--- config.mk ---
export PLATFORM = sky130hd
export DESIGN_NAME = ir_key_ctrl
export DESIGN_NICKNAME = d
export VERILOG_FILES = /design/src/rtl/ir_pkg.sv /design/src/rtl/ir_evt_fifo.sv /design/src/rtl/ir_key_ctrl.sv
export SDC_FILE = /design/constraint.sdc
export NUM_CORES = 1
export LEC_CHECK = 0
export BUFFER_PORTS_ARGS = -buffer_cell sky130_fd_sc_hd__buf_2
export CORE_MARGIN = 4
export CORE_UTILIZATION = 40
export DETAILED_ROUTE_END_ITERATION = 8
export PLACE_DENSITY = 0.59
export SYNTH_ARGS = -nofsm -noshare
export SYNTH_HDL_FRONTEND = slang
export SYNTH_SLANG_ARGS = --single-unit
--- constraint.sdc ---
create_clock -name sys_clk -period 6.6 [get_ports sys_clk]
set_input_delay 0.99 -clock sys_clk [delete_from_list [all_inputs] [get_ports sys_clk]]
set_output_delay 0.99 -clock sys_clk [all_outputs]
set_load 0.02 [all_outputs]
--- src/rtl/ir_pkg.sv ---
// Shared definitions for the NEC infrared key path: widths, event codes,
// controller state encoding and the 50 MHz NEC timing constants.
package ir_pkg;

  localparam int KEY_W = 8;
  localparam int EVT_W = 2;

  localparam logic [EVT_W-1:0] EVT_PRESS   = EVT_W'(1);
  localparam logic [EVT_W-1:0] EVT_REPEAT  = EVT_W'(2);
  localparam logic [EVT_W-1:0] EVT_RELEASE = EVT_W'(3);

  typedef enum logic [1:0] {
    ST_IDLE = 2'd0,
    ST_HELD = 2'd1,
    ST_SWAP = 2'd2
  } state_t;

  // NEC protocol timing in 20 ns system clock cycles.
  localparam int NEC_LEAD_HI_CYC  = 450_000;
  localparam int NEC_LEAD_LO_CYC  = 225_000;
  localparam int NEC_REP_LO_CYC   = 112_500;
  localparam int NEC_BIT_CYC      = 28_000;
  localparam int NEC_ONE_LO_CYC   = 84_500;
  localparam int NEC_FRAME_CYC    = 5_400_000;

endpackage

--- src/rtl/ir_evt_fifo.sv ---
// Small event FIFO built as a shift register so the head entry is always a
// flop; unused slots are kept at zero, so an empty FIFO presents zero data.
module ir_evt_fifo #(
  parameter int WIDTH = 10,
  parameter int DEPTH = 4
) (
  input  logic             clk_i,
  input  logic             rst_i,
  input  logic             push_i,
  input  logic [WIDTH-1:0] push_data_i,
  output logic             full_o,
  input  logic             pop_i,
  output logic             empty_o,
  output logic [WIDTH-1:0] head_o
);

  localparam int AW = (DEPTH > 1) ? $clog2(DEPTH) : 1;
  localparam int CW = $clog2(DEPTH + 1);

  logic [WIDTH-1:0] mem_q [DEPTH];
  logic [WIDTH-1:0] mem_d [DEPTH];
  logic [CW-1:0]    cnt_q, cnt_d;
  logic [AW-1:0]    wr_idx;
  logic             do_pop, do_push;

  assign full_o  = (cnt_q == CW'(DEPTH));
  assign empty_o = (cnt_q == '0);
  assign head_o  = mem_q[0];
  assign do_pop  = pop_i & ~empty_o;
  assign do_push = push_i & (~full_o | do_pop);
  assign wr_idx  = do_pop ? (cnt_q[AW-1:0] - AW'(1)) : cnt_q[AW-1:0];

  always_comb begin
    mem_d = mem_q;
    cnt_d = cnt_q;
    if (do_pop) begin
      for (int i = 0; i < DEPTH - 1; i++) mem_d[i] = mem_q[i+1];
      mem_d[DEPTH-1] = '0;
      cnt_d = cnt_q - CW'(1);
    end
    if (do_push) begin
      mem_d[wr_idx] = push_data_i;
      cnt_d = cnt_d + CW'(1);
    end
  end

  always_ff @(posedge clk_i) begin
    if (rst_i) begin
      for (int i = 0; i < DEPTH; i++) mem_q[i] <= '0;
      cnt_q <= '0;
    end else begin
      mem_q <= mem_d;
      cnt_q <= cnt_d;
    end
  end

endmodule

--- src/rtl/ir_key_ctrl.sv ---
// Key-event scheduler: turns decoded NEC frames and repeat codes into
// PRESS / REPEAT / RELEASE events queued for the application logic.
module ir_key_ctrl
  import ir_pkg::*;
#(
  parameter int RELEASE_CNT = 6_000_000,
  parameter int REPEAT_DLY  = 4,
  parameter int REPEAT_DIV  = 2,
  parameter int FIFO_DEPTH  = 4
) (
  input  logic             sys_clk,
  input  logic             sys_rst,
  input  logic             frame_vld,
  input  logic [KEY_W-1:0] key_code,
  input  logic             repeat_en,
  output logic             evt_valid,
  input  logic             evt_ready,
  output logic [EVT_W-1:0] evt_type,
  output logic [KEY_W-1:0] evt_code,
  output logic             key_held,
  output logic [KEY_W-1:0] held_code,
  output logic             ovf,
  input  logic             ovf_clr
);

  localparam int RW = $clog2(RELEASE_CNT);
  localparam int PW = $clog2(REPEAT_DLY + 1);
  localparam int DW = $clog2(REPEAT_DIV + 1);
  localparam logic [RW-1:0] REL_LAST = RW'(RELEASE_CNT - 1);
  localparam logic [PW-1:0] DLY_V    = PW'(REPEAT_DLY);
  localparam logic [DW-1:0] DIV_V    = DW'(REPEAT_DIV);

  state_t                   state_q, state_d;
  logic [RW-1:0]            rel_cnt_q, rel_cnt_d;
  logic [PW-1:0]            rep_cnt_q, rep_cnt_d;
  logic [DW-1:0]            div_cnt_q, div_cnt_d;
  logic [KEY_W-1:0]         held_q, held_d;
  logic [KEY_W-1:0]         pend_q, pend_d;
  logic                     key_held_q;
  logic                     rep_prev_q;
  logic                     ovf_q, ovf_d;
  logic                     rep_edge;
  logic                     push, pop, full, empty, drop;
  logic [EVT_W+KEY_W-1:0]   push_data, head;

  assign rep_edge = repeat_en & ~rep_prev_q;
  assign pop      = evt_valid & evt_ready;
  assign drop     = push & full & ~pop;

  always_comb begin
    state_d   = state_q;
    rel_cnt_d = rel_cnt_q;
    rep_cnt_d = rep_cnt_q;
    div_cnt_d = div_cnt_q;
    held_d    = held_q;
    pend_d    = pend_q;
    push      = 1'b0;
    push_data = '0;
    unique case (state_q)
      ST_IDLE: begin
        if (frame_vld) begin
          push      = 1'b1;
          push_data = {EVT_PRESS, key_code};
          held_d    = key_code;
          rel_cnt_d = '0;
          rep_cnt_d = '0;
          div_cnt_d = '0;
          state_d   = ST_HELD;
        end
      end
      ST_HELD: begin
        // A new frame beats both the repeat edge and the timeout.
        if (frame_vld) begin
          push      = 1'b1;
          push_data = {EVT_RELEASE, held_q};
          pend_d    = key_code;
          state_d   = ST_SWAP;
        end else if (rep_edge) begin
          rel_cnt_d = '0;
          if (rep_cnt_q != DLY_V) begin
            rep_cnt_d = rep_cnt_q + PW'(1);
            if (rep_cnt_d == DLY_V) begin
              push      = 1'b1;
              push_data = {EVT_REPEAT, held_q};
              div_cnt_d = '0;
            end
          end else if (div_cnt_q + DW'(1) == DIV_V) begin
            push      = 1'b1;
            push_data = {EVT_REPEAT, held_q};
            div_cnt_d = '0;
          end else begin
            div_cnt_d = div_cnt_q + DW'(1);
          end
        end else if (rel_cnt_q == REL_LAST) begin
          push      = 1'b1;
          push_data = {EVT_RELEASE, held_q};
          state_d   = ST_IDLE;
        end else begin
          rel_cnt_d = rel_cnt_q + RW'(1);
        end
      end
      ST_SWAP: begin
        push      = 1'b1;
        push_data = {EVT_PRESS, pend_q};
        held_d    = pend_q;
        rel_cnt_d = '0;
        rep_cnt_d = '0;
        div_cnt_d = '0;
        state_d   = ST_HELD;
      end
      default: state_d = ST_IDLE;
    endcase
  end

  always_comb begin
    ovf_d = ovf_q;
    if (ovf_clr) ovf_d = 1'b0;
    if (drop)    ovf_d = 1'b1;
  end

  always_ff @(posedge sys_clk) begin
    if (sys_rst) begin
      state_q    <= ST_IDLE;
      rel_cnt_q  <= '0;
      rep_cnt_q  <= '0;
      div_cnt_q  <= '0;
      held_q     <= '0;
      pend_q     <= '0;
      key_held_q <= 1'b0;
      rep_prev_q <= 1'b0;
      ovf_q      <= 1'b0;
    end else begin
      state_q    <= state_d;
      rel_cnt_q  <= rel_cnt_d;
      rep_cnt_q  <= rep_cnt_d;
      div_cnt_q  <= div_cnt_d;
      held_q     <= held_d;
      pend_q     <= pend_d;
      key_held_q <= (state_d != ST_IDLE);
      rep_prev_q <= repeat_en;
      ovf_q      <= ovf_d;
    end
  end

  ir_evt_fifo #(
    .WIDTH (EVT_W + KEY_W),
    .DEPTH (FIFO_DEPTH)
  ) u_fifo (
    .clk_i       (sys_clk),
    .rst_i       (sys_rst),
    .push_i      (push),
    .push_data_i (push_data),
    .full_o      (full),
    .pop_i       (pop),
    .empty_o     (empty),
    .head_o      (head)
  );

  assign evt_valid = ~empty;
  assign evt_type  = head[KEY_W +: EVT_W];
  assign evt_code  = head[KEY_W-1:0];
  assign key_held  = key_held_q;
  assign held_code = held_q;
  assign ovf       = ovf_q;

endmodule

# After elaboration in Yosys (flattened, before gate mapping)
# Index checks and enable logic that the tools add are counted.
# word_totals
out_inout_bits,21
romBits,0
word_cells,109
latch_bits,0
ramBits,0
mem_count,0
ff_bits,92
inputBits,14
# op_classes
shifts,0
n_bitwise,12
n_div,0
magnitude_cmp,2
reduce_logical,12
multipliers,0
addsub,6
eq_ne,13
muxes,50
# ops
op,count
two-way mux 23 bit,4
two-way mux 40 bit,2
two-way mux 10 bit,7
one-hot mux 23 bit (3 select lines),1
bitwise mux 40 bit,1
one-hot mux 10 bit (3 select lines),1
"adder 23 x 1 -> 23 bit, second input constant",1
"== test 23 bit, second input constant",1
two-way mux 2 bit,11
demux 10 bit (select 2 bit),1
two-way mux 3 bit,6
one-hot mux 8 bit (2 select lines),1
one-hot mux 2 bit (3 select lines),2
AND reduction 5 bit,2
two-way mux 1 bit,9
two-way mux 9 bit,1
"!= test 3 bit, second input constant",3
one-hot mux 3 bit (3 select lines),1
two-way mux 8 bit,1
"!= test 2 bit, second input constant",4
"adder 3 x 1 -> 3 bit, second input constant",2
AND 1 bit,6
"== test 3 bit, second input constant",2
nonzero test 2 bit,3
17 further kinds,22

# Depth between registers and ports, before layout
# Gate-level depths: netlist of the first run.
# depth
ltp_word,12
ltp_mapped,14

# Modules after synthesis
# Synthesis of the first run repeated with hierarchy kept, for this count alone.
# unflattened
cells_unflattened,555
area_unflattened_um2,4862.2
# modules_own_cells
module,cells_each,area_per_inst_um2,n_inst,seq_area_each_um2
ir_key_ctrl,296,2472.4,1,980.9
ir_evt_fifo,259,2389.8,1,860.8

# Worst setup path after synthesis of the first run
# OpenSTA, ideal clock, no wires.
# synth_timing
path_kind,input to register
from,input port evt_ready
to,register u_fifo.mem_q[1] in the netlist's numbering
path_stages,8
n_path_buf,1
required_ns,6.530
setup_ns,0.070
path_slack_ns,4.048
t_arrival_ns,2.482
cell_sequence,nand2_1 -> clkbuf_1 -> o21ai_0 -> ha_1 -> nand2_1 -> or2_2 -> nand2b_1 -> o2bb2ai_1
# synth_via
elab_chain_cells,10
# synth_rtl
item,line_no,text
"start, declared",ir_key_ctrl.sv:17,"input logic evt_ready,"
AND 1 bit (*),ir_key_ctrl.sv:47,assign pop = evt_valid & evt_ready;
AND 1 bit (*),ir_evt_fifo.sv:29,assign do_pop = pop_i & ~empty_o;
two-way mux 2 bit,ir_evt_fifo.sv:31,assign wr_idx = do_pop ? (cnt_q[AW-1:0] - AW'(1)) : cnt_q[AW-1:0];
inverter 2 -> 3 bit (not written as such),ir_evt_fifo.sv:42,mem_d[wr_idx] = push_data_i;
>= comparator 3 bit (not written as such) or less-than comparator 3 x 1 -> 1 bit (tied branches),ir_evt_fifo.sv:42,
logical AND 1 bit (not written as such),ir_evt_fifo.sv:42,
two-way mux 10 bit (not written as such),ir_evt_fifo.sv:42,
demux 10 bit (select 2 bit),ir_evt_fifo.sv:42,
bitwise mux 40 bit,ir_evt_fifo.sv:42,
two-way mux 40 bit (*),ir_evt_fifo.sv:41,if (do_push) begin
"end signal, assigned",ir_evt_fifo.sv:52,mem_q <= mem_d;
"end, declared",ir_evt_fifo.sv:20,logic [WIDTH-1:0] mem_q [DEPTH];
# Mark *: on every way between the ends. The rest lies on a longest branch, timed or not.
# A chain may end at the register's enable or synchronous reset.

# Worst setup path in the final report of the first run
# layout_timing
from,input port evt_ready
to,register u_fifo.mem_q[22] in the netlist's numbering
# Same word-level chain as after synthesis.

==> results of run 1 <==
[cells in the mapped netlist, types with 2 or more instances]
cell	number	area, um2
o31ai_1	4	30.0
nor4_1	6	37.5
nand4_1	3	18.8
nand4b_1	3	26.3
buf_4	11	82.6
or3_1	2	12.5
nor3_1	8	40.0
nand2_1	124	465
o21ai_0	9	45.0
dfxtp_1	92	1840
clkbuf_1	19	71.3
nand3_1	17	85.1
buf_1	3	11.3
a31oi_1	2	12.5
nor2b_1	6	37.5
and3b_1	3	26.3
nand3b_1	2	15.0
buf_6	3	33.8
a221oi_1	2	17.5
or2_2	2	12.5
nand2b_1	7	43.8
nor2_1	82	308
nor3b_1	3	22.5
mux2i_1	12	120
inv_1	8	30.0
a31oi_4	4	85.1
buf_2	6	30.0
xnor2_1	16	140
and3_1	2	12.5
a211oi_1	29	218
xor2_1	8	70.1
ha_1	10	125
a21oi_1	36	180
o2bb2ai_1	8	70.1
[flip-flops by register name (all words and copies together), names as in the netlist]
name and cells:
u_fifo.mem_q 30, rel_cnt_q 23, u_fifo.head_o 10, held_code 8, pend_q 8, rep_cnt_q 3, u_fifo.cnt_q 3, div_cnt_q 2
state_q 2, key_held 1, ovf 1, rep_prev_q 1
[stage by stage]
stage	instance area [um2]	power, mW
floorplan	4580	1.19
CTS	4990	1.76
finish	4990	1.74
detailed placement	4710	1.26
global route	4990	1.86
global placement	4710	1.24
[power groups by stage]
stage                     Combinational [mW]  Clock [mW]  Sequential [mW]
after floorplan                        0.499           0            0.686
after global placement                 0.549           0            0.691
after detailed placement               0.565           0            0.693
after CTS                              0.570       0.510            0.681
after global routing                   0.640       0.528            0.690
final                                  0.563       0.496            0.680
[worst min-delay path: stages, from the launching register on]
cell      delay [ps]
dfxtp_1          310
nand2b_1          60
a21oi_1           40
[path summary, 6_finish.rpt]
path | cells past startpoint | endpoint | start | slack (ps)
setup / recovery | 9 | u_fifo.mem_q[22] | evt_ready | 3450
hold / removal | 2 | div_cnt_q[1] | div_cnt_q[1] | 450
setup reg to reg | 10 | u_fifo.mem_q[19] | u_fifo.cnt_q[0] | 3480
hold reg to reg | 2 | div_cnt_q[1] | div_cnt_q[1] | 450
[per-layer routing]
layer,share of wire,GRT usage
met3,0.031,0.0316
met4,0.015,0.0587
met5,0,0
met1,0.48,0.211
met2,0.47,0.257
[layout make-up]
type	count	area, um2	area share
Tap cell	140	175	0.0351
Clock buffer	12	236	0.0474
Timing Repair Buffer	36	185	0.0371
Inverter	8	30.0	0.00602
Sequential cell	92	1840	0.369
Clock inverter	2	37.5	0.00753
Multi-Input combinational cell	430	2480	0.497
[kinds of logic after synthesis]
| family | share of synthesized area |
|---|---|
| adders and majority gates | 0.0273 |
| muxes | 0.0262 |
| buffers and inverters | 0.0565 |
| and+or+nand+nor | 0.283 |
| xor gates and xnor gates | 0.0459 |
| DFF | 0.402 |
| AOI/OAI and AO/OA | 0.159 |
==> qor.yml, run 1 <==
yosys:
  synthCells: 572
  synth_edf_count: 0
  ys.warnings.count: 0
  syn_nets: 596
  syn_area_per_cell_um2: 8.01
  syn_area_um2: 4580
  seq_area_frac_synth: 0.402
  synth_cell_types: 54
  async_flop_share: 0
  synth_top_flop_cell: "dfxtp_1"
  ys_seq_elements: 92
pwr:
  ir_worst_vdd_mv: 0.168
  power_frac_seq: 0.391
  clkPwrFrac: 0.285
  p_sw_frac: 0.354
  p_leak_nw: 1.90
  p_int_mw: 1.12
  power_density_nw_per_um2: 349
  switching_power_mw: 0.616
  p_comb_frac: 0.324
floorplan:
  pin_count: 35
  die_w_um: 115
  coreArea_um2: 11000
  initial_utilization: 0.415
  row_count: 38
  dieHeight_um: 115
  die_area_um2: 13200
timing:
  rsz0062_at_grt: "no"
  setup_ws_ps: 3450
  slew_headroom: 0.353
  min_period_ps: 3150
  skew_ps: 11.1
  hold_slack_ps: 449
  setup_violations: 0
  hold_viol: 0
  fin_setup_tns_ps: 0
  worstMarginPinSlew_ps: 968
  drv_slew: 0
  clock.fmax_ghz: 0.317
  finalCritPeriodShare: 0.477
cts:
  cts.clk_slew.worst_paths_ps: 60
  cts_tree: "built"
  cts_buffers: 9
  htreeDepth: 3
  cts_hold_buf: 0
  post_cts_buffers: 0
  cts-root-buf: "clkbuf_16"
  cts_sinks: 92
  cts_buffer_depth: 2
  worstSkewPairLatency_ps: 340
  postCtsResizedCells: 0
global_route:
  grt_use_total: 0.159
  antenna_found_initial: 0
  grt_pass1_vias: 3535
  overflow: 0
  grt_max_degree: 68
  grt_pass1_wl_mm: 17.2
finish:
  fillers: 1092
  stdcell_count: 720
  final_cell_mix: "nand2_1 (124), dfxtp_1 (92), nor2_1 (82)"
  diodes: 0
  area_delta_synth_final_pct: 8.85
  fin_util: 0.452
  drive_above_1_share: 0.109
  nets: 601
  layout_commonest_cell: "nand2_1"
setup_path:
  critical_path_class: "in2reg"
  critPathTopFamily: "compound AO/OA/AOI/OAI gates"
  critPathLaunchType: "input port"
  slowest_stage: "nand2_1"
  required_ps: 6850
  end_kind: "register"
  path_common_cell: "nand2_1"
  path_buf_inv: 2
  worstPathArrival_ps: 3400
  path_max_fanout: 30
  max_stage_delay_ps: 700
  cp_cell_sequence: "buf_2 > nand2_1 > o21ai_0 > inv_1 > ha_1 > nand2_1 > a31oi_4 > nor2_1 > a211oi_1"
routing:
  routed_wl_mm: 9.97
  vias: 3716
  dr.pass1.iters: 4
  final_antenna_net_count: 0
  drc: 0
  routed_via_density: 5.16
  wl_per_cell_um: 13.9
  drt_iter0_drc: 227
placed_design:
  dp_hpwl_mm: 6.75
  placedCellCount: 706
  io_buffers: 34
  pre_cts_ws_ps: 3090
  gp_congestion: 0.781
outcome:
  status: "finished, final reports clean"
worst_hold_path:
  min_path_type: "reg2reg"
run:
  maxCapViolCount: 0
Note: power is estimated with default switching activity, not from simulation.
==> inputs of run 2 (changes only) <==
--- a/config.mk
+++ b/config.mk
@@ -5,11 +5,12 @@
 export SDC_FILE = /design/constraint.sdc
 export NUM_CORES = 1
 export LEC_CHECK = 0
+export ABC_AREA = 1
 export BUFFER_PORTS_ARGS = -buffer_cell sky130_fd_sc_hd__buf_2
 export CORE_MARGIN = 4
 export CORE_UTILIZATION = 40
 export DETAILED_ROUTE_END_ITERATION = 8
-export PLACE_DENSITY = 0.59
+export PLACE_DENSITY = 0.61
 export SYNTH_ARGS = -nofsm -noshare
 export SYNTH_HDL_FRONTEND = slang
 export SYNTH_SLANG_ARGS = --single-unit
==> constraint.sdc (replaced) <==
create_clock -name sys_clk -period 2.73 [get_ports sys_clk]
set_input_delay 0.4095 -clock sys_clk [delete_from_list [all_inputs] [get_ports sys_clk]]
set_output_delay 0.4095 -clock sys_clk [all_outputs]
set_load 0.02 [all_outputs]
==> run 2 against run 1 <==
Effect of this change:
- cell count grew 19%
- sequential share of layout area shrank 3.0 points
- synthesized cell count grew 20%
==> qor.yml, run 2 <==
outcome:
  status: "finished, final reports clean"
routing:
  routed_via_density: 5.03  # -2.5%
  wl_per_cell_um: 13.3  # -3.7%
  dr.pass1.iters: 4  # unchanged
  drt_iter0_drc: 318  # +40%
  routed_wl_mm: 11.4  # +15%
  vias: 4313  # +16%
  drc: 0  # unchanged
  final_antenna_net_count: 0  # unchanged
finish:
  top_register: "u_fifo.mem_q"
  stdcell_count: 857  # +19%
  fin_area_um2: 5420  # +8.8%
  drive_above_1_share: 0.123  # +0.0139
  largest_register_ffs: 30  # unchanged
  final_cell_mix: "nand2_1 (163), nor2_1 (130), dfxtp_1 (92)"
  area_delta_synth_final_pct: 10.6
  diodes: 0  # unchanged
  layout_commonest_cell: "nand2_1"
  nets: 729  # +21%
placed_design:
  dp_hpwl_mm: 8.20  # +21%
  placedCellCount: 841  # +19%
  gp_congestion: 0.908  # +16%
  io_buffers: 34  # unchanged
  placed_area_um2: 5100  # +8.3%
yosys:
  synth_cell_types: 40  # -26%
  ys.warnings.count: 0  # unchanged
  syn_nets: 710  # +19%
  yosysTopAreaCellShare: 0.376  # -0.0266
  async_flop_share: 0  # unchanged
  seq_area_frac_synth: 0.376  # -0.0266
  synthTopCellsByArea: "dfxtp_1 (38%), nand2_1 (12%), nor2_1 (9.9%), mux2i_1 (5.9%), nand3_1 (4.5%)"
  synth_most_common_cell: "nand2_1"
  synth_edf_count: 0  # unchanged
  synth_top_flop_cell: "dfxtp_1"
  synthCells: 686  # +20%
  synth_area_leader_cell: "dfxtp_1"
  syn_area_um2: 4900  # +7.1%
  syn_area_per_cell_um2: 7.15  # -11%
  synth.top_cells.by_count: "nand2_1 (163), nor2_1 (130), dfxtp_1 (92)"
  ys_seq_elements: 92  # unchanged
timing:
  clock.fmax_ghz: 0.420
  min_period_ps: 2380
  rsz0062_at_grt: "no"
  setup_violations: 0  # unchanged
  fin_setup_tns_ps: 0  # unchanged
  skew_ps: 7.65  # -3.49 ps
  drv_slew: 0  # unchanged
  hold_viol: 0  # unchanged
  slew_headroom: 0.490  # +0.137
  finalCritPeriodShare: 0.873
  worstMarginPinSlew_ps: 763  # -204 ps
cts:
  htreeDepth: 3  # unchanged
  cts_buffer_depth: 2  # unchanged
  worstSkewPairLatency_ps: 350  # about the same
  cts-root-buf: "clkbuf_16"
  cts.clk_slew.worst_paths_ps: 70  # about the same
  cts_sinks: 92  # unchanged
  cts_tree: "built"
  cts_hold_buf: 0  # unchanged
  post_cts_buffers: 0  # unchanged
  cts_buffers: 9  # unchanged
  postCtsResizedCells: 0  # unchanged
pwr:
  power_density_nw_per_um2: 868  # +150%
  ir_worst_vdd_mv: 0.327  # +95%
  p_leak_nw: 2.43  # +28%
  power_mw: 4.71  # +170%
floorplan:
  initial_utilization: 0.408  # -0.00693
  die_w_um: 119  # +3.2%
  coreArea_um2: 12000  # +8.9%
  row_count: 40  # +5.3%
  dieHeight_um: 119  # +3.2%
  die_area_um2: 14100  # +6.6%
  pin_count: 35  # unchanged
setup_path:
  end_kind: "register"
  worstPathArrival_ps: 2620  # -780 ps
  required_ps: 2970  # -3880 ps
  critical_path_class: "reg2reg"
  critPathLaunchType: "register"
  path_max_fanout: 17  # -43%
global_route:
  antenna_found_initial: 0  # unchanged
  overflow: 0  # unchanged
  grt_max_degree: 47  # -31%
  grt_pass1_wl_mm: 19.1  # +11%
  grt_pass1_vias: 3954  # +12%
  grt_use_total: 0.165  # +0.00642
worst_hold_path:
  min_path_type: "in2reg"
run:
  maxCapViolCount: 0  # unchanged
run 2: worst max-delay path, cell delays in order, from the launching register on:
cell and delay (ps):
dfxtp_1 350, inv_1 80, ha_1 270, a21oi_4 200
inv_1 80, o21ai_0 420, ha_1 380, nand3_4 240
o21bai_1 190, nor2_1 60
run 2: where the power goes:
group          internal (mW)  total (mW)  switching, mW  leakage (nW)
Combinational          0.573        1.60           1.02          1.53
Sequential              1.61        1.75          0.144         0.750
Clock                  0.827        1.36          0.531         0.153
Total                   3.01        4.71           1.70          2.43
run 2: per-stage QoR:
stage | utilization | setup slack (ps) | hold WS, ps
2_1_floorplan | - | 526 | 408
3_5_place_dp | 0.425 | 355 | 426
6_report | 0.452 | 347 | 299
3_3_place_gp | 0.425 | 552 | 419
4_1_cts | 0.452 | 340 | 290
5_1_grt | 0.452 | 141 | 315
run 2: final timing paths:
check | from | to | slack [ps] | depth (start not counted)
max | u_fifo.cnt_q[0] | u_fifo.mem_q[4] | 350 | 9
max reg2reg | u_fifo.cnt_q[0] | u_fifo.mem_q[4] | 350 | 9
min | key_code[1] | pend_q[1] | 300 | 3
min reg2reg | div_cnt_q[1] | div_cnt_q[1] | 430 | 2
run 2: area by class of cell:
| class | instances | area [um2] |
|---|---|---|
| clock buffer | 12 | 246 |
| clock inverter | 4 | 72.6 |
| fill | 1204 | 6590 |
| inverter | 60 | 226 |
| multi-input combinational | 501 | 2630 |
| sequential | 92 | 1840 |
| tap | 147 | 184 |
| timing repair buffer | 41 | 223 |
run 2: cells by family after synthesis:
group | synth area share
adder cells (fa/ha/maj) | 0.0255
flip-flops | 0.376
buffers and inverters | 0.0898
multiplexers | 0.0592
AND/OR/NAND/NOR | 0.338
XOR/XNOR | 0.0179
AO/OA/AOI/OAI | 0.0941
run 2: metal layers:
layer  wire (um)  up-vias  share of wire  GRT usage
met4         167        0          0.015     0.0565
li1            -     2241              -          -
met1        5300     1998           0.46      0.208
met3         422       14          0.037     0.0383
met5           0        -              0          0
met2        5550       60           0.49      0.277
==> inputs of run 3 (changes only) <==
--- a/config.mk
+++ b/config.mk
@@ -11,6 +11,7 @@
 export CORE_UTILIZATION = 40
 export DETAILED_ROUTE_END_ITERATION = 8
 export PLACE_DENSITY = 0.61
+export RECOVER_POWER = 25
 export SYNTH_ARGS = -nofsm -noshare
 export SYNTH_HDL_FRONTEND = slang
 export SYNTH_SLANG_ARGS = --single-unit
==> run 3 against run 2 <==
Effect of this change:
- the run now ends with capacitance limit left
- sequential cell count unchanged
- critical path depth unchanged
- hold slack better by 0.69 ps
- clock skew down 1.8 ps
- combinational power about the same
- first-iteration DRC count up 8.5%
- routed wire length up 0.32%
- via count up 1.2%
- critical path type unchanged
- critical endpoint unchanged
==> qor.yml, run 3 (synthesis gave the netlist of run 2 again) <==
finish:
  top_register: "u_fifo.mem_q"
  drive_above_1_share: 0.0901  # -0.0324
  largest_register_ffs: 30  # unchanged
  nets: 729  # unchanged
  diodes: 0  # unchanged
  area_delta_synth_final_pct: 9.90
  final_cell_mix: "nand2_1 (163), nor2_1 (130), dfxtp_1 (92)"
  layout_commonest_cell: "nand2_1"
timing:
  drv_slew: 0  # unchanged
  finalCritPeriodShare: 0.874  # +0.000970
  rsz0062_at_grt: "no"
  skew_ps: 5.89  # -1.76 ps
  worstMarginPinSlew_ps: 1490  # +724 ps
  setup_violations: 0  # unchanged
  setup_ws_ps: 344  # -2.65 ps
  clock.fmax_ghz: 0.419  # -0.11%
  slew_headroom: 0.00824  # -0.482
  hold_viol: 0  # unchanged
  min_period_ps: 2390  # +2.65 ps
  fin_setup_tns_ps: 0  # unchanged
setup_path:
  critPathLaunchType: "register"
  cp_cell_sequence: "inv_1 > ha_1 > a21oi_4 > inv_1 > o21ai_0 > ha_1 > nand3_4 > o21bai_1 > nor2_1"
  slowest_stage: "o21ai_0"
  worstPathArrival_ps: 2620  # about the same
  critical_path_class: "reg2reg"
  max_stage_delay_ps: 420  # about the same
  timing.rr.end: "u_fifo.mem_q[4]"
  reg2reg_depth: 9  # unchanged
  critPathTopFamily: "compound AO/OA/AOI/OAI gates"
  path_depth: 9  # unchanged
  r2r-start: "u_fifo.cnt_q[0]"
  path_max_fanout: 17  # unchanged
  path_buf_inv: 2  # unchanged
  cp-endpoint: "u_fifo.mem_q[4]"
  critPathLaunch: "u_fifo.cnt_q[0]"
  required_ps: 2970  # about the same
  end_kind: "register"
  rrSetupSlack_ps: 340  # about the same
floorplan:
  coreArea_um2: 12000  # unchanged
  die_w_um: 119  # unchanged
  row_count: 40  # unchanged
  die_area_um2: 14100  # unchanged
  initial_utilization: 0.408  # unchanged
  pin_count: 35  # unchanged
  dieHeight_um: 119  # unchanged
global_route:
  overflow: 0  # unchanged
  grt_use_total: 0.165  # unchanged
  gr-usage-met2: 0.277  # unchanged
  antenna_found_initial: 0  # unchanged
  grt_util_met3: 0.0383  # unchanged
  grt_use_met1: 0.208  # unchanged
  grt_pass1_wl_mm: 19.1  # unchanged
  grt_pass1_vias: 3954  # unchanged
  grt-busiest-layer: "met2"
  grt_max_degree: 47  # unchanged
run:
  maxCapViolCount: 1  # +1
cts:
  cts_sinks: 92  # unchanged
  worstSkewPairLatency_ps: 350  # about the same
  cts_buffer_depth: 2  # unchanged
  post_cts_buffers: 0  # unchanged
  cts_tree: "built"
  cts-root-buf: "clkbuf_16"
  htreeDepth: 3  # unchanged
  cts.clk_slew.worst_paths_ps: 60  # about the same
  postCtsResizedCells: 0  # unchanged
  cts_buffers: 9  # unchanged
  cts_hold_buf: 0  # unchanged
placed_design:
  gp_congestion: 0.908  # unchanged
  io_buffers: 34  # unchanged
  dp_hpwl_mm: 8.20  # unchanged
  pre_cts_ws_ps: 355  # unchanged
routing:
  drc: 0  # unchanged
  vias: 4363  # +1.2%
  wl_per_cell_um: 13.4  # +0.32%
  drt_iter0_drc: 345  # +8.5%
  dr.pass1.iters: 5  # +1
  final_antenna_net_count: 0  # unchanged
  routed_wl_mm: 11.5  # +0.32%
  routed_via_density: 5.09  # +1.2%
worst_hold_path:
  min_path_type: "in2reg"
  min_from: "key_code[1]"
pwr:
  p_leak_nw: 2.34  # -3.7%
  power_mw: 4.68  # -0.54%
  power_density_nw_per_um2: 869  # about the same
  ir_worst_vdd_mv: 0.325  # -0.51%
outcome:
  status: "finished with violations"
  violations: "capacitance limit"
[run 3: metal layers]
layer,routed length [um],vias up
met3,478,14
met5,0,-
met4,167,0
li1,-,2239
met2,5530,84
met1,5290,2026
[run 3: area by class of cell]
class | count | area, um2
Fill cell | 1212 | 6620
Tap cell | 147 | 184
Clock inverter | 4 | 72.6
Multi-Input combinational cell | 501 | 2630
Timing Repair Buffer | 41 | 189
Inverter | 60 | 226
Clock buffer | 12 | 246
Sequential cell | 92 | 1840
[run 3: worst min-delay path by stage]
stage / end / slack, ps / cells after the start
after detailed placement: div_cnt_q[1] / 430 / 2
final: pend_q[1] / 300 / 3
after global routing: pend_q[1] / 310 / 3
after CTS: pend_q[1] / 290 / 3
after global placement: div_cnt_q[1] / 420 / 2
after floorplan: div_cnt_q[1] / 410 / 2
[run 3: power by group]
| group | internal [mW] | switching, mW | total [mW] |
|---|---|---|---|
| clock | 0.827 | 0.526 | 1.35 |
| sequential | 1.61 | 0.146 | 1.76 |
| combinational | 0.549 | 1.02 | 1.57 |
[run 3: stage by stage]
step	utilization	cell area (um2)	hold WS (ps)	std cells
2_1_floorplan	-	4900	408	686
3_3_place_gp	0.425	5100	419	841
3_5_place_dp	0.425	5100	426	841
4_1_cts	0.452	5420	290	857
5_1_grt	0.449	5390	315	857
6_report	0.449	5390	300	857
[run 3: worst reg2reg max path, cell delays in order (launching register included)]
cell and delay (ps):
dfxtp_1 350, inv_1 80, ha_1 270, a21oi_4 200, inv_1 80, o21ai_0 420, ha_1 380, nand3_4 240
o21bai_1 200, nor2_1 60
